`src/rtl/memory_addr_bridge_spec_pkg.sv`:
```
// Shared constants and sequencer state type for the camera-to-SRAM address bridge.
package memory_addr_bridge_spec_pkg;
    localparam int ADDR_W        = 16;
    localparam int WE_LOW_CYCLES = 2;
    localparam int CNT_W         = $clog2(WE_LOW_CYCLES + 1);

    typedef enum logic [1:0] {
        IDLE,
        SETUP,
        WRITE,
        HOLD
    } seq_state_t;
endpackage

```
`src/rtl/memory_addr_bridge_spec_sig_sync.sv`:
```
// Two-flop synchronizer for an asynchronous camera signal, with single-cycle
// rising/falling edge pulses derived from the synchronized value.
module sig_sync (
    input  logic i_clk,
    input  logic i_rst,
    input  logic i_d,
    output logic o_q,
    output logic o_rise,
    output logic o_fall
);
    logic r_s1;
    logic r_s2;
    logic r_prev;

    always_ff @(posedge i_clk) begin
        if (i_rst) begin
            r_s1   <= 1'b0;
            r_s2   <= 1'b0;
            r_prev <= 1'b0;
        end else begin
            r_s1   <= i_d;
            r_s2   <= r_s1;
            r_prev <= r_s2;
        end
    end

    assign o_q    = r_s2;
    assign o_rise = r_s2 & ~r_prev;
    assign o_fall = ~r_s2 & r_prev;
endmodule

```
`src/rtl/memory_addr_bridge_spec.sv`:
```
// Camera byte stream to SRAM write sequencer: one byte-lane write per pclk
// rising edge during an active line, two bytes packed per SRAM word.
//
// state | meaning
// IDLE  | no write; byte enables and WEb deasserted
// SETUP | byte enable asserted, address settled, WEb high
// WRITE | WEb low for WE_LOW_CYCLES clocks
// HOLD  | WEb high again, byte enable held; address advances after a lower byte
module memory_addr_bridge_spec
    import memory_addr_bridge_spec_pkg::*;
#(
    parameter int P_ADDR_W = ADDR_W
) (
    input  logic                clk,
    input  logic                pclk,
    input  logic                HREF,
    input  logic                VSYNC,
    output logic                xclk,
    output logic                WEb,
    output logic                BHEb,
    output logic                BLEb,
    output logic [P_ADDR_W-1:0] SRAM_address,
    input  logic                rst
);
    logic w_pclk_q, w_pclk_rise, w_pclk_fall;
    logic w_href_q, w_href_rise, w_href_fall;
    logic w_vsync_q, w_vsync_rise, w_vsync_fall;
    logic w_unused;
    logic w_byte_evt;

    seq_state_t          r_state, w_state_nxt;
    logic [CNT_W-1:0]    r_cnt, w_cnt_nxt;
    logic                r_phase;
    logic                r_cur_lower;
    logic                r_xclk;
    logic [P_ADDR_W-1:0] r_addr;

    sig_sync u_sync_pclk (
        .i_clk (clk),
        .i_rst (rst),
        .i_d   (pclk),
        .o_q   (w_pclk_q),
        .o_rise(w_pclk_rise),
        .o_fall(w_pclk_fall)
    );

    sig_sync u_sync_href (
        .i_clk (clk),
        .i_rst (rst),
        .i_d   (HREF),
        .o_q   (w_href_q),
        .o_rise(w_href_rise),
        .o_fall(w_href_fall)
    );

    sig_sync u_sync_vsync (
        .i_clk (clk),
        .i_rst (rst),
        .i_d   (VSYNC),
        .o_q   (w_vsync_q),
        .o_rise(w_vsync_rise),
        .o_fall(w_vsync_fall)
    );

    assign w_unused = ^{w_pclk_q, w_pclk_fall, w_href_rise, w_vsync_rise, w_vsync_fall};

    // Events arriving mid-write are dropped; the clock ratio keeps this from happening.
    assign w_byte_evt = w_pclk_rise & w_href_q & ~w_vsync_q & (r_state == IDLE);

    always_comb begin
        w_state_nxt = r_state;
        w_cnt_nxt   = r_cnt;
        case (r_state)
            IDLE: begin
                if (w_byte_evt) w_state_nxt = SETUP;
            end
            SETUP: begin
                w_state_nxt = WRITE;
                w_cnt_nxt   = CNT_W'(WE_LOW_CYCLES - 1);
            end
            WRITE: begin
                if (r_cnt == '0) w_state_nxt = HOLD;
                else             w_cnt_nxt   = r_cnt - 1'b1;
            end
            HOLD: begin
                w_state_nxt = IDLE;
            end
            default: begin
                w_state_nxt = IDLE;
            end
        endcase
    end

    always_ff @(posedge clk) begin
        if (rst) begin
            r_state     <= IDLE;
            r_cnt       <= '0;
            r_phase     <= 1'b0;
            r_cur_lower <= 1'b0;
            r_xclk      <= 1'b0;
            r_addr      <= '0;
        end else begin
            r_state <= w_state_nxt;
            r_cnt   <= w_cnt_nxt;
            r_xclk  <= ~r_xclk;

            if (w_byte_evt) r_cur_lower <= r_phase;

            if (w_vsync_q || w_href_fall) r_phase <= 1'b0;
            else if (w_byte_evt)          r_phase <= ~r_phase;

            // Frame-blank clear waits for idle so an in-flight write keeps its address.
            if (r_state == HOLD && r_cur_lower)       r_addr <= r_addr + 1'b1;
            else if (w_vsync_q && r_state == IDLE)    r_addr <= '0;
        end
    end

    assign xclk         = r_xclk;
    assign WEb          = (r_state != WRITE);
    assign BHEb         = (r_state == IDLE) | r_cur_lower;
    assign BLEb         = (r_state == IDLE) | ~r_cur_lower;
    assign SRAM_address = r_addr;
endmodule

```
`config.mk`:
```
export PLATFORM = sky130hd
export DESIGN_NAME = memory_addr_bridge_spec
export DESIGN_NICKNAME = d
export VERILOG_FILES = /design/src/rtl/memory_addr_bridge_spec_pkg.sv /design/src/rtl/memory_addr_bridge_spec_sig_sync.sv /design/src/rtl/memory_addr_bridge_spec.sv
export SDC_FILE = /design/constraint.sdc
export NUM_CORES = 1
export LEC_CHECK = 0
export BUFFER_PORTS_ARGS = -buffer_cell sky130_fd_sc_hd__buf_2
export CORE_MARGIN = 3
export CORE_UTILIZATION = 44
export DETAILED_ROUTE_END_ITERATION = 7
export PLACE_DENSITY = 0.66
export SYNTH_ARGS = -nofsm -noshare
export SYNTH_HDL_FRONTEND = slang
export SYNTH_HIERARCHICAL = 1
export SYNTH_SLANG_ARGS = --single-unit
export TNS_END_PERCENT = 1
```
`constraint.sdc`:
```
create_clock -name clk -period 1.8 [get_ports clk]
set_input_delay 0.09 -clock clk [delete_from_list [all_inputs] [get_ports clk]]
set_output_delay 0.09 -clock clk [all_outputs]
set_load 0.02 [all_outputs]
```
---- After elaboration in Yosys (flattened, before gate mapping) ----
Index checks and enable logic that the tools add are counted.
Widths: inputs -> output; s select.
storage, ports and cells
  register bits after elaboration ......... 31
  bits in latches ......................... 0
  memory bits (writable) .................. 0
  ROM bits ................................ 0
  input port bits ......................... 5
  word-level logic and storage cells ...... 53
  memories kept ........................... 0
operators by class
  add/subtract/negate cells ............... 2
  $mul .................................... 0
  divide/modulo/power cells ............... 0
  $lt $le $gt $ge ......................... 0
  eq/ne operators ......................... 7
  shift-type cells ........................ 0
  mux-type cells .......................... 7
  bitwise operators ....................... 13
  reductions and logical operators ........ 10
operator list
  cell                   number
  $mux 16                2
  $add 16x1->16 const B  1
  $ne 2x2->1 const B     4
  $pmux 2 s4             1
  $mux 2                 3
  $not 1->1              6
  $and 1x1->1            5
  $eq 2x2->1 const B     2
  $logic_not 2->1        2
  $pmux 2 s2             1
  $reduce_and 2->1       2
  $reduce_bool 2->1      2
  $eq 2x1->1 const B     1
  $logic_and 1x1->1      2
  $or 1x1->1             2
  $reduce_or 2->1        1
  $sub 2x1->2 const B    1
  $logic_or 1x1->1       1

---- Depth between registers and ports, before layout ----
Gate-level depths: netlist of run 1.
  depth in word-level cells ............... 7
  gate-level depth with buffers ........... 6
  depth with buffers taken out ............ 6

---- Cells and area by module ----
The synthesis of run 1 kept the hierarchy.
by module, submodules not included
  module                   times used  cells an instance  area each (µm²)
  memory_addr_bridge_spec  1           139                1169.9
  sig_sync                 3           8                  91.3

---- Worst setup path before layout of run 1 ----
No wires, ideal clock.
  path type ............................... reg-to-reg
  start ................................... reg r_state[0]
  end ..................................... reg r_addr[7], in the netlist SRAM_address[7]
  arrival ................................. 1.483 ns
  slack ................................... 0.247 ns
  cell stages (with the launch flop) ...... 7
  path buffers ............................ 1
  clock period less this slack ............ 1.553 ns
  cells stage by stage .................... dfxtp_1 ha_1 nand4_2 or2_1 clkbuf_2 or3_1 a21oi_1
on the way
  word-level cells in the longest chain between the ends .. 3
ends and longest elaborated chain
  item                                           RTL line                                                        RTL
  start: declaration                             memory_addr_bridge_spec.sv:31                                   seq_state_t r_state, w_state_nxt;
  start signal: assignment                       memory_addr_bridge_spec.sv:103                                  r_state <= w_state_nxt;
  $eq 2x2->1 or $logic_not 2->1 (tied branches)  memory_addr_bridge_spec.sv:113, memory_addr_bridge_spec.sv:114
  $logic_and 1x1->1, on equally long branches    memory_addr_bridge_spec.sv:113, memory_addr_bridge_spec.sv:114
  $mux 16 or $reduce_bool 2->1 (tied branches)   -
  end signal: assignment                         memory_addr_bridge_spec.sv:113                                  if (r_state == HOLD && r_cur_lower) r_addr <= r_addr + 1'b1;
  end: declaration                               memory_addr_bridge_spec.sv:36                                   logic [P_ADDR_W-1:0] r_addr;
Parallel ways exist; a longest one is shown, timed or not.
A chain may end at the register's enable or synchronous reset.

---- Final worst setup path of run 1 ----
  start ................................... reg r_addr[0], in the netlist SRAM_address[0]
  end ..................................... reg r_addr[10], in the netlist SRAM_address[10]
on the way
  word-level cells in the longest chain between the ends .. 2
ends and longest elaborated chain
  item           RTL line
  $add 16x1->16  memory_addr_bridge_spec.sv:113
  $mux 16        memory_addr_bridge_spec.sv:113
No other way between the ends.

==> results_dict.tcl, run 1 <==
set metrics [dict create \
    dp.cells 220 \
    arrival_ns 1.92 \
    setup_viol 0 \
    r2r-start "SRAM_address[0]$_SDFFE_PP0P_" \
    gp_congestion 0.819 \
    wire_per_inst_um 12.6 \
    min_from "rst" \
    hold_path_depth 2 \
    drv_slew 0 \
    drv_cap 0 \
    crit_fanout 6 \
    first_global_vias 1121 \
    holdPathEnd "SRAM_address[1]$_SDFFE_PP0P_" \
    drtPass1Iterations 4 \
    final-instance-count-excl-fill 230 \
    nets 199 \
    power_uw 1400 \
    cts.sinks 31 \
    fmax_mhz 604 \
    ctsLongestPathBuffers 2 \
    start_util_pct 48.4 \
    crit_path_end_kind "flip-flop" \
    fin_crit_ns 1.66 \
    rsz0062_at_grt "false" \
    finClkSkew_ns 0.00581 \
    synthesis.area_sq_um 1390 \
    areaGrowthSynthToFinish_pct 18.4 \
    post_cts_buffers 0 \
    vias 1243 \
    peakVddDrop_mv 0.497 \
    rows 19 \
    r2r_cells 5 \
    worst_pin_slew_ns 0.571 \
    drt_iter0_drc 78 \
    slew-limit-headroom_pct 61.9 \
    synthCells 157 \
    period_share_pct 92.0 \
    die-area_sq_um 3880 \
    cp-start-kind "flip-flop" \
    grt_max_degree 33 \
    grt_overflow_total 0 \
    cts_made_buffers 5 \
    path_class "reg2reg" \
    syn_nets 168 \
    clock-root-buffer "clkbuf_4" \
    rr_endpoint "SRAM_address[10]$_SDFFE_PP0P_" \
    tns_ns 0 \
    clock_latency_ns 0.33 \
    r2r_slack_ns 0.14 \
    die_w_um 62.3 \
    powerDensity_nw_per_um2 849 \
    hpwl_um 1950 \
    tritoncts "done" \
    routed_wl_um 2890 \
    antenna_found_initial 0 \
    avgSynthCellArea_sq_um 8.87 \
    clk_pin_slew_ns 0.09 \
    grt_pass1_wl_um 4910 \
    nFillCells 265 \
    portBuffers 24 \
    antenna_cells 0 \
    ant_nets 0 \
    status "complete, no violations" \
    via_per_inst 5.40 \
    hold_viol 0 \
    die_height_um 62.3 \
    grt_usage_pct 15.7 \
    p_leak_uw 0.000653 \
    ios 25 \
    drc 0 \
    layout-drive-gt1-share_pct 22.3 \
    synth_warnings 6 \
    core-area_sq_um 2880 \
    htreeDepth 2 \
    final_util_pct 57.3 \
    cp_data_required_time_ns 2.07 \
    hold_class "in2reg" \
]
[power breakdown]
group / switching, uW / internal, uW / total [uW]
Clock: 229 / 181 / 410
Combinational: 145 / 101 / 246
Sequential: 24.7 / 720 / 744
Total: 399 / 1000 / 1400
[routing by layer]
layer | wire length (um) | track usage [%] | vias up
li1 | - | - | 621
met1 | 1360 | 18.9 | 588
met2 | 1330 | 24.7 | 26
met3 | 137 | 4.86 | 8
met4 | 68 | 9.09 | 0
met5 | 0 | 0 | -
[stage by stage]
stage	instance area [sq um]	hold WS (ns)	setup slack, ns
2_1_floorplan	1390	0.162	0.247
3_3_place_gp	1560	0.303	0.220
3_5_place_dp	1560	0.306	0.170
4_1_cts	1640	0.221	0.137
5_1_grt	1650	0.243	0.00415
6_report	1650	0.235	0.143
[cell usage in the layout, fill, tap and decap left out, types with 2 or more instances in the layout]
master,instances
mux2i_1,3
inv_1,8
or2_2,2
a211oi_1,2
o211ai_1,3
nor3_1,6
clkbuf_4,5
mux2_2,3
ha_1,6
buf_2,24
nand3_1,8
nor2b_1,12
nand4b_1,2
nand2_1,5
nor4_1,2
o21ai_0,6
nand3b_1,3
or3_1,2
dlygate4sd3_1,3
nor2_1,19
dfxtp_1,31
a21oi_1,11
[worst max-delay path by stage]
stage                     slack [ns]                       endpoint                          from
after detailed placement        0.17   SRAM_address[2]$_SDFFE_PP0P_       r_state[0]$_SDFFE_PP0P_
final                           0.14  SRAM_address[10]$_SDFFE_PP0P_  SRAM_address[0]$_SDFFE_PP0P_
after floorplan                 0.25   SRAM_address[7]$_SDFFE_PP0P_       r_state[0]$_SDFFE_PP0P_
after CTS                       0.14                           BHEb       r_state[1]$_SDFFE_PP0P_
after global routing           0.004  SRAM_address[10]$_SDFFE_PP0P_       r_state[1]$_SDFFE_PP0P_
after global placement          0.22  SRAM_address[12]$_SDFFE_PP0P_  SRAM_address[0]$_SDFFE_PP0P_
[critical path, stage by stage, from the launching register on]
cell and delay, ns:
dfxtp_1 0.43, ha_1 0.22, nand3_1 0.22, nor4_1 0.28
mux2_2 0.37, nor2_1 0.08
[what timing repair did]
action	CTS	global route
endpoints found under the setup margin	0	1
resized for setup	0	1
hold buffers	3	0
hold endpoints to repair	3	0
[flip-flops by register name, summed over array words and instances (netlist names)]
signal and count:
u_sync_href/r_prev 1, r_cur_lower 1, u_sync_pclk/o_q 1, u_sync_vsync/o_q 1, r_cnt 2, r_state 2
u_sync_href/o_q 1, SRAM_address 16, u_sync_vsync/r_s1 1, xclk 1, r_phase 1, u_sync_pclk/r_s1 1
u_sync_href/r_s1 1, u_sync_pclk/r_prev 1
[final cells by class]
type	instances	area (sq um)	area share (%)
sequential	31	621	37.6
tap	42	52.6	3.19
clock buffer	6	51.3	3.11
multi-input combinational	114	732	44.4
inverter	8	30.0	1.82
timing repair buffer	28	158	9.56
clock inverter	1	5.00	0.303
No activity file was read; power rests on OpenSTA's default activity.
==> run 2: changes to the inputs <==
--- a/config.mk
+++ b/config.mk
@@ -7,5 +7,5 @@
 export LEC_CHECK = 0
 export BUFFER_PORTS_ARGS = -buffer_cell sky130_fd_sc_hd__buf_2
-export CORE_MARGIN = 3
+export CORE_MARGIN = 4
 export CORE_UTILIZATION = 44
 export DETAILED_ROUTE_END_ITERATION = 7
==> constraint.sdc (replaced) <==
create_clock -name clk -period 1.8 [get_ports clk]
set_input_delay 0.18 -clock clk [delete_from_list [all_inputs] [get_ports clk]]
set_output_delay 0.18 -clock clk [all_outputs]
set_load 0.02 [all_outputs]
==> run 2 against run 1 <==
Clock power is 3% higher. Die area is 6.5% higher. Via count is 2.3% lower. Highest routed layer unchanged. Utilization is 4.3 points lower. Register-to-register slack better by 0.04 ns. Largest power group unchanged. Critical endpoint is now BHEb.
==> results_dict.tcl, run 2 (same netlist as run 1, synthesis figures left out) <==
set metrics [dict create \
    status "complete, no violations" \
    clock-root-buffer "clkbuf_4" \
    cp_data_required_time_ns 1.62 \
    arrival_ns 1.46 \
    peakVddDrop_mv 0.638 \
    die_w_um 64.3 \
    p_leak_uw 0.000639 \
    tritoncts "done" \
    post_cts_buffers 0 \
    crit_fanout 8 \
    layout_common_cells "dfxtp_1, buf_2, nor2_1, nor2b_1, a21oi_1" \
    ant_nets 0 \
    cp_cell_sequence "inv_1, ha_2, or2_2, buf_2" \
    ctsLongestPathBuffers 2 \
    cts_resized 0 \
    rows 20 \
    period_share_pct 91.4 \
    antenna_found_initial 0 \
    start_util_pct 45.6 \
    nets 196 \
    slowest_delay_ns 0.39 \
    drc 0 \
    clock_latency_ns 0.34 \
    final_util_pct 53.0 \
    cts_hold_buffers 0 \
    core-area_sq_um 3050 \
    routed_wl_um 2790 \
    cp_slowest_cell "dfxtp_1" \
    grt_pass1_wl_um 4730 \
    grt_max_degree 33 \
    tns_ns 0 \
    worst_pin_slew_ns 0.552 \
    clk_pin_slew_ns 0.09 \
    crit_path_end_kind "output pin" \
    first_global_vias 1095 \
    hold_class "in2reg" \
    rsz0062_at_grt "false" \
    holdPathEnd "u_sync_pclk/r_s1$_SDFF_PP0_" \
    rr_endpoint "SRAM_address[11]$_SDFFE_PP0P_" \
    r2r-start "r_state[0]$_SDFFE_PP0P_" \
    min_from "pclk" \
    cts.sinks 31 \
    hold_slack_ns 0.0558 \
    setup_viol 0 \
    drv_slew 0 \
    path_class "reg2out" \
    via_per_inst 5.31 \
    layout-drive-gt1-share_pct 22.7 \
    vias 1215 \
    largest_register_ffs 16 \
    hold_path_depth 2 \
    die-area_sq_um 4130 \
    r2r_cells 5 \
    drt_iter0_drc 101 \
    power_uw 1410 \
    finClkSkew_ns 0.0146 \
    hold_viol 0 \
    drtPass1Iterations 4 \
    grt_overflow_total 0 \
    grt_usage_pct 14.6 \
    powerDensity_nw_per_um2 874 \
    cp-start-kind "flip-flop" \
    gp_congestion 0.814 \
    ios 25 \
    drv_cap 0 \
    antenna_cells 0 \
    areaGrowthSynthToFinish_pct 16.2 \
    hpwl_um 1940 \
    slew-limit-headroom_pct 63.2 \
    htreeDepth 2 \
    portBuffers 24 \
    wire_per_inst_um 12.2 \
    cts_made_buffers 5 \
    die_height_um 64.3 \
    fin_crit_ns 1.64 \
    r2r_slack_ns 0.18 \
    final_common_cell "dfxtp_1" \
    fmax_mhz 608 \
]
==> run 2: cell types whose count changed in the layout (fill, tap and decap cells not counted) <==
cell,delta
dlygate4sd3_1,-3
ha_1,-1
ha_2,+1
nor4_1,+1
nor4_2,-1
==> run 2: worst max-delay path: cells and delay by family, from the launching register on <==
kind	cells	cell delay, ns
fa+ha+maj	1	0.23
buf+inv	2	0.24
simple gates	1	0.27
flops	1	0.39
==> run 2: worst max path at each step <==
stage,depth (start not counted),to,startpoint,slack [ns]
2_1_floorplan,6,SRAM_address[7]$_SDFFE_PP0P_,r_state[0]$_SDFFE_PP0P_,0.25
3_3_place_gp,5,SRAM_address[10]$_SDFFE_PP0P_,SRAM_address[0]$_SDFFE_PP0P_,0.23
3_5_place_dp,5,SRAM_address[7]$_SDFFE_PP0P_,r_state[1]$_SDFFE_PP0P_,0.19
4_1_cts,4,BHEb,r_state[0]$_SDFFE_PP0P_,0.07
5_1_grt,5,SRAM_address[2]$_SDFFE_PP0P_,r_state[0]$_SDFFE_PP0P_,0.03
6_report,4,BHEb,r_state[0]$_SDFFE_PP0P_,0.16
==> run 2: layer usage <==
metal,routed length (um),vias to the layer above,part of all wire [%],GRT usage [%]
li1,-,615,-,-
met2,1300,24,47,23.5
met5,0,-,0,0
met4,45,0,1.6,6.60
met1,1280,570,46,16.7
met3,157,6,5.6,6.15
==> run 2: power breakdown <==
group / switching [uW] / internal (uW) / total, uW
sequential: 27.2 / 720 / 747
clock: 243 / 181 / 423
combinational: 142 / 101 / 243
total: 412 / 1000 / 1410
==> run 2: cell type report <==
| class | instances | area (sq um) |
|---|---|---|
| clock buffers | 6 | 51.3 |
| clock inverters | 1 | 5.00 |
| fillers | 304 | 1440 |
| inverters | 8 | 30.0 |
| multi-input cells | 114 | 728 |
| flip-flops and latches | 31 | 621 |
| well taps | 44 | 55.1 |
| repair buffers | 25 | 128 |
==> run 2: stage by stage <==
step | std cells | setup WS, ns | instance area (sq um)
floorplan | 157 | 0.247 | 1390
global placement | 222 | 0.228 | 1560
detailed placement | 222 | 0.186 | 1560
CTS | 229 | 0.0658 | 1620
global route | 229 | 0.0307 | 1620
finish | 229 | 0.156 | 1620
